`config.mk`:
```
export PLATFORM = sky130hd
export DESIGN_NAME = edge_event_packer
export DESIGN_NICKNAME = d
export VERILOG_FILES = /design/src/rtl/edge_event_packer.sv
export SDC_FILE = /design/constraint.sdc
export NUM_CORES = 2
export LEC_CHECK = 0
export CORE_MARGIN = 4
export CORE_UTILIZATION = 60
export DETAILED_ROUTE_END_ITERATION = 8
export PLACE_DENSITY = 0.76
export SLEW_MARGIN = 20
export SYNTH_ARGS = -nofsm -noshare
export SYNTH_HDL_FRONTEND = slang
export SYNTH_SLANG_ARGS = --single-unit
```
`constraint.sdc`:
```
create_clock -name clk -period 6.5 [get_ports clk]
set_input_delay 0.65 -clock clk [delete_from_list [all_inputs] [get_ports clk]]
set_output_delay 0.65 -clock clk [all_outputs]
set_load 0.1 [all_outputs]
```
`src/rtl/edge_event_packer.sv`:
```
// Packs edge strobes into {kind, delta, sample} records behind a show-ahead FIFO.
// Optional drop counter output enabled by defining EDGE_EVENT_DROP_CNT_EN.
module edge_event_packer #(
  parameter int N     = 16,
  parameter int T     = 12,
  parameter int DEPTH = 64
) (
  input  logic                     clk,
  input  logic                     reset,
  input  logic                     en,
  input  logic [N-1:0]             edges,
  input  logic [N-1:0]             data_in,
  input  logic                     start,
  input  logic                     stop,
  output logic                     running,
  output logic                     rd_valid,
  input  logic                     rd_ready,
  output logic [2+T+N-1:0]         rd_data,
  output logic [$clog2(DEPTH):0]   level,
  output logic                     overflow
`ifdef EDGE_EVENT_DROP_CNT_EN
  ,
  output logic [15:0]              drop_cnt
`endif
);

  localparam int AW = $clog2(DEPTH);
  localparam int LW = AW + 1;
  localparam int RW = 2 + T + N;
  localparam logic [T-1:0]  MAX  = '1;
  localparam logic [LW-1:0] FULL = LW'(DEPTH);

  localparam logic [1:0] K_EDGE  = 2'b00;
  localparam logic [1:0] K_TMO   = 2'b01;
  localparam logic [1:0] K_START = 2'b10;

  typedef enum logic {IDLE, RUN} state_t;

  state_t          state_q, state_d;
  logic            running_q, running_d;
  logic [T-1:0]    cnt_q, cnt_d;
  logic [T-1:0]    nxt;
  logic            push;
  logic            ovf_clr;
  logic [RW-1:0]   prec;

  logic [RW-1:0]   mem [DEPTH];
  logic [AW-1:0]   wr_ptr_q, wr_ptr_d;
  logic [AW-1:0]   rd_ptr_q, rd_ptr_d;
  logic [LW-1:0]   level_q, level_d;
  logic [RW-1:0]   head_q, head_d;
  logic            ovf_q, ovf_d;
  logic            pop, full, wr, drop;

  always_comb begin
    state_d   = state_q;
    running_d = running_q;
    cnt_d     = cnt_q;
    push      = 1'b0;
    ovf_clr   = 1'b0;
    prec      = {K_EDGE, nxt, data_in};
    nxt       = cnt_q + T'(1);
    unique case (state_q)
      IDLE: begin
        if (start) begin
          state_d   = RUN;
          running_d = 1'b1;
          cnt_d     = '0;
          ovf_clr   = 1'b1;
          push      = 1'b1;
          prec      = {K_START, {T{1'b0}}, data_in};
        end
      end
      RUN: begin
        if (stop) begin
          state_d   = IDLE;
          running_d = 1'b0;
        end else if (en) begin
          // An edge always wins over a timeout on the same strobe.
          if (|edges) begin
            push  = 1'b1;
            prec  = {K_EDGE, nxt, data_in};
            cnt_d = '0;
          end else if (nxt == MAX) begin
            push  = 1'b1;
            prec  = {K_TMO, MAX, data_in};
            cnt_d = '0;
          end else begin
            cnt_d = nxt;
          end
        end
      end
    endcase
  end

  assign pop  = (level_q != '0) && rd_ready;
  assign full = (level_q == FULL);
  assign wr   = push && (!full || pop);
  assign drop = push && full && !pop;

  always_comb begin
    wr_ptr_d = wr ? wr_ptr_q + AW'(1) : wr_ptr_q;
    rd_ptr_d = pop ? rd_ptr_q + AW'(1) : rd_ptr_q;
    level_d  = level_q;
    if (wr && !pop)
      level_d = level_q + LW'(1);
    else if (!wr && pop)
      level_d = level_q - LW'(1);
    ovf_d  = ovf_clr ? drop : (ovf_q | drop);
    head_d = head_q;
    // New head is the incoming record when nothing older survives the edge.
    if (wr && (level_q == LW'(pop)))
      head_d = prec;
    else if (level_d != '0)
      head_d = mem[rd_ptr_d];
  end

  always_ff @(posedge clk) begin
    if (wr)
      mem[wr_ptr_q] <= prec;
  end

  always_ff @(posedge clk) begin
    if (reset) begin
      state_q   <= IDLE;
      running_q <= 1'b0;
      cnt_q     <= '0;
      wr_ptr_q  <= '0;
      rd_ptr_q  <= '0;
      level_q   <= '0;
      head_q    <= '0;
      ovf_q     <= 1'b0;
    end else begin
      state_q   <= state_d;
      running_q <= running_d;
      cnt_q     <= cnt_d;
      wr_ptr_q  <= wr_ptr_d;
      rd_ptr_q  <= rd_ptr_d;
      level_q   <= level_d;
      head_q    <= head_d;
      ovf_q     <= ovf_d;
    end
  end

`ifdef EDGE_EVENT_DROP_CNT_EN
  logic [15:0] dcnt_q, dcnt_d;

  always_comb begin
    dcnt_d = dcnt_q;
    if (ovf_clr)
      dcnt_d = {15'd0, drop};
    else if (drop && (dcnt_q != 16'hFFFF))
      dcnt_d = dcnt_q + 16'd1;
  end

  always_ff @(posedge clk) begin
    if (reset)
      dcnt_q <= '0;
    else
      dcnt_q <= dcnt_d;
  end

  assign drop_cnt = dcnt_q;
`endif

  assign running  = running_q;
  assign rd_valid = (level_q != '0);
  assign rd_data  = head_q;
  assign level    = level_q;
  assign overflow = ovf_q;

endmodule

```
# Word level (Yosys, flattened, before mapping)
# Memory sizes are Yosys's and may differ from the RTL's.
# Index checks and enable logic that the tools add are counted.
[totals]
regBits = 64
ram_bits = 1920
output_inout_bits = 40
wordCells = 72
n_memories = 1
[op_classes]
add_sub_neg = 5
eq_ne = 7
n_mux = 32
n_bitwise = 2
n_reduce_logical = 17
[memory_table]
columns = ["name", "depth", "width", "read_ports", "rd_clocked_by_memory_dff", "write_ports", "line_no", "text"]
rows = [
  ["mem", 64, 30, 1, 0, 1, "47", "logic [RW-1:0] mem [DEPTH];"],
]
[ops]
columns = ["cell", "n"]
rows = [
  ["two-way mux 29 bit", 4],
  ["two-way mux 30 bit", 3],
  ["two-way mux 12 bit", 5],
  ["case mux 30 bit (2 select lines)", 1],
  ["case mux 12 bit (2 select lines)", 1],
  ["OR reduction 16 bit", 1],
  ["two-way mux 7 bit", 2],
  ["nonzero test 7 bit", 2],
  ["adder 12 x 1 -> 12 bit (second input constant)", 1],
  ["adder 6 x 1 -> 6 bit (second input constant)", 2],
  ["== test 12 bit (second input constant)", 1],
  ["two-way mux 1 bit", 12],
  ["inequality test 2 bit (second input constant)", 4],
  ["adder 7 x 1 -> 7 bit (second input constant)", 1],
  ["== test 7 x 1 -> 1 bit", 1],
  ["== test 7 bit (second input constant)", 1],
  ["logical AND 1 bit", 7],
  ["subtractor 7 x 1 -> 7 bit (second input constant)", 1],
  ["two-way mux 6 bit", 1],
  ["case mux 1 bit (2 select lines)", 3],
  ["logical NOT 1 bit", 3],
  ["AND reduction 3 bit", 1],
  ["AND reduction 2 bit", 1],
  ["nonzero test 2 bit", 1],
  ["other kinds (3)", 3],
]

# Logic depth before layout (Yosys ltp)
[logic_depth]
word_depth = 15
mapped_depth = 17

# Least setup slack after synthesis
# No wires, ideal clock.
[synth_timing]
path_kind = "input port to flip-flop"
start = "input port start"
end = "memory mem[0][16] in the netlist's numbering, data pin"
setup_ns = 0.711
arrival_ns = 4.556
t_required_ns = 5.789
slack_ns = 1.233
stages = 4
path_buffers = 1
cell_sequence = "nand2b_1 clkinv_1 clkbuf_1 o21ai_0"
[synth_between]
elab_chain_cells = 2
[synth_lines]
columns = ["item", "line_no", "text"]
rows = [
  ["from (decl)", "13", "input logic start,"],
  ["two-way mux 30 bit", "65", "if (start) begin"],
  ["case mux 30 bit (2 select lines)", "63", "unique case (state_q)"],
  ["net prec[16]", "45", "logic [RW-1:0] prec;"],
  ["to (decl)", "47", ""],
]
# The timed path passes the listed nets, and every way through them passes these cells.

# Final worst setup path
[layout_timing]
start = "register level_q[0] (netlist: level[0])"
end = "register head_q[4] (netlist: rd_data[4])"
[layout_between]
elab_chain_cells = 10
elab_cells_between_ends = 22
[layout_lines]
columns = ["item", "line_no", "text"]
rows = [
  ["from (decl)", "50", "logic [LW-1:0] level_q, level_d;"],
  ["from (signal assigned)", "139", "level_q <= level_d;"],
  ["parallel branches: the longest is 10 deep, another holds memory (64 x 30 bit)", "n/a", ""],
  ["to (signal assigned)", "131", "head_q <= '0;"],
  ["to (signal assigned)", "140", "head_q <= head_d;"],
  ["to (decl)", "51", "logic [RW-1:0] head_q, head_d;"],
]
# Several ways; the timed one is not identified. The select of a mux whose other input is x is not followed.
# A chain may end at the register's enable or synchronous reset.

==> qor.csv <==
stage;metric;value;unit
critical_path;r2r-start;level[0];
critical_path;crit_required;7260;ps
route;met3WireLength;34700;um
clocking;htree_levels;4;
synth;synthTopCellsByArea;edfxtp_1, mux2i_1, nand2_1;
pwr;intPower;25100;uW
pwr;swShare;36.5;%
pwr;p_sw;14400;uW
synth;ys_async_sr_fraction;0;%
layout;syn2layout_area_growth;11.6;%
pwr;peakVddDrop;0.523;mV
route;wl_met2;117000;um
critical_path;cp_slowest_cell;a2111oi_0;
die;fp.dieH;389;um
synth;yosysWarnings;0;
route;top_layer;met5;
critical_path;r2r-end;rd_data[4];
layout;finalNetCount;6297;
synth;synthesis.nets;6255;
die;initial_core_util;60.5;%
route;firstDrtPassIters;6;
die;die_area;151000;um^2
global_routing;grt_max_degree;143;
clocking;clock_sinks;1984;
critical_path;path_class;flop to flop;
timing;finClkSkew;57.3;ps
critical_path;path_delay_family;compound AO/OA/AOI/OAI gates;
route;antenna_left;0;
synth;ys_ff_latch;1984;
hold_path;hp-start;data_in[14];
placement;dp_hpwl;154000;um
synth;yosys-top-cells-count;edfxtp_1, nand2_1, mux2i_1, nand3_1, nor2_1;
layout;nFillCells;9511;
global_routing;grt_pass1_vias;55400;
clocking;ctsHoldBuffers;0;
die;die_w;389;um
synth;syn_area_per_cell;14.0;um^2
synth;yosysSeqAreaShare;67.7;%
critical_path;max_stage_delay;960;ps
route;drt_iter0_drc;9526;
clocking;clk_root_buffer_cell;clkbuf_16;
synth;yosys.area.top_type;edfxtp_1;
timing;worst_slew_pin_slew;1140;ps
clocking;post_cts_resized;0;
synth;syn_inst;6211;
clocking;tritoncts;done;
critical_path;reg2reg_slack;1030;ps
clocking;clk_pin_slew_worst_paths;60;ps
layout;stdcell_count;8331;
critical_path;crit_start;level[0];
global_routing;grt_remaining_overflow;0;
status;status;complete, no violations;
layout;drive_gt1_share;12.6;%
die;core_area;144000;um^2
clocking;clk_latency;860;ps
hold_path;hold_path_depth;2;
route;vias_per_cell;6.99;
global_routing;grt_usage;33.9;%
clocking;numCtsBuffers;193;
synth;synth_cell_types;94;
timing;finalCritPeriodShare;84.1;%
timing;setup_viol;0;
pwr;comb_power_share;36.1;%
timing;rsz0062_at_grt;no;
timing;drv_slew;0;
global_routing;grt_antenna_before_repair;7;
critical_path;cp-start-kind;flop;
clocking;cts_max_path_buffers;3;
critical_path;path_common_cell;buf_4;
timing;hold_viol_final;0;
placement;dp_cells;7961;
timing;timing.fmax;183;MHz
route;vias;58200;
die;ios;78;
hold_path;min_to;mem[33][14];
critical_path;rr_worst_depth;14;
die;core.rowCount;139;
pwr;cellPowerDensity;407;nW/um^2
placement;place.gp.congestion;0.964;
pwr;seq_power_share;36.3;%
synth;yosysMostFrequentCell;edfxtp_1;
pwr;clkPwrFrac;27.6;%
synth;synth_top_area_share;66.3;%
critical_path;critPathBufInv;3;
synth;synth-edff-count;1920;
pwr;leakagePower;0.0312;uW
critical_path;crit_path_max_fanout;53;
clocking;cts_setup_buffers;0;
route;drc;0;
route;avgRoutedWirePerCell;31.3;um
timing;period_minus_slack;5470;ps
synth;synth-main-ff-cell;edfxtp_1;
hold_path;min_path_type;input port to flop;
global_routing;grt_pass1_wl;375000;um
run;drv_cap;0;
critical_path;cp.arrival;6220;ps
timing;setup_tns;0;ps
route;wl_met1;92300;um
route;drt-total-wl;261000;um
timing;maxSlewHeadroom;22.1;%
critical_path;crit_path_cell_trace;inv_1 > ha_1 > nor2b_1 > a21oi_4 > buf_4 > xnor2_4 > buf_4 > nand2_1 > nand3_1 > a311o_1 > a21oi_1 > a2111oi_0 > a221oi_1 > a211oi_1;
synth;syn-cell-area;87000;um^2
critical_path;endpoint_kind;flop;
placement;port_buffers;77;
## per-layer routing
metal  GRT usage, %  vias to the layer above
met3           9.43                      936
li1               -                    24200
met5              0                        -
met1           45.2                    28800
met4           18.0                        6
met2           51.3                     4318
## stage by stage
stage / cell area [um^2] / utilization (%) / power, uW / hold WS, ps / setup WS [ps]
floorplan: 87000 / - / 24300 / 466 / 1230
global placement: 90900 / 63.2 / 28300 / 483 / 1350
detailed placement: 90900 / 63.2 / 28500 / 498 / 1200
CTS: 97100 / 67.5 / 39200 / 405 / 1220
global route: 97100 / 67.5 / 40700 / 450 / 825
finish: 97100 / 67.5 / 39500 / 459 / 1030
## layout by cell type (no fill, tap or decap), drive strengths merged, types with 53 or more instances in the layout
| master | netlist | routed |
|---|---|---|
| dfxtp | 64 | 64 |
| o22ai | 85 | 85 |
| edfxtp | 1920 | 1920 |
| a211oi | 119 | 119 |
| o21ai | 53 | 53 |
| mux4 | 150 | 150 |
| a311oi | 97 | 97 |
| mux2i | 656 | 656 |
| clkinv | 1 | 96 |
| clkbuf | 145 | 243 |
| nand3 | 238 | 238 |
| nor2b | 74 | 74 |
| a31oi | 137 | 137 |
| clkdlybuf4s50 | 0 | 59 |
| and3 | 165 | 165 |
| nand2 | 1117 | 1117 |
| a21oi | 181 | 181 |
| buf | 305 | 238 |
| nor2 | 231 | 231 |
## final cells by class
type	instances	area [um^2]	share of cell area, %
inverter	15	57.6	0.0593
sequential	1984	58900	60.7
antenna	8	20.0	0.0206
clock inverter	119	1070	1.10
tap	1903	2380	2.45
clock buffer	243	5090	5.24
timing repair buffer	297	2960	3.05
multi-input combinational	3762	26600	27.4
## flip-flops by register name, indices dropped and copies added (netlist names)
| signal | cells |
|---|---|
| rd_data | 30 |
| overflow | 1 |
| mem | 1920 |
| rd_ptr_q | 6 |
| level | 7 |
| state_q | 1 |
| cnt_q | 12 |
| wr_ptr_q | 6 |
| running | 1 |
## worst register-to-register path, cell delays in order (launching register included)
cell       delay [ps]
dfxtp_1           390
inv_1             140
ha_1              290
nor2b_1           610
a21oi_4           240
buf_4             350
xnor2_4           700
buf_4             740
nand2_1           160
nand3_1           140
a311o_1           180
a21oi_1            80
a2111oi_0         960
a221oi_1          110
a211oi_1          290
## how the worst max path moves through the flow
| stage | endpoint | cells past startpoint |
|---|---|---|
| 2_1_floorplan | mem[0][16] | 4 |
| 3_3_place_gp | rd_data[4] | 14 |
| 3_5_place_dp | rd_data[4] | 13 |
| 4_1_cts | rd_data[4] | 14 |
| 5_1_grt | rd_data[4] | 14 |
| 6_report | rd_data[4] | 14 |
## cells by family after synthesis
family / share of synthesized area (%)
mux: 11.7
compound gates: 7.76
simple gates: 9.88
xor+xnor: 0.292
flops: 67.7
fa+ha+maj: 0.0863
buf+inv: 2.51
## power groups by stage
stage	registers [uW]	clock network (uW)	logic, uW
final	14400	10900	14300
after global routing	14400	11500	14900
after CTS	14400	10900	14000
after detailed placement	14600	0	13900
after global placement	14600	0	13600
after floorplan	15000	0	9310
(Power assumes the default switching activity.)
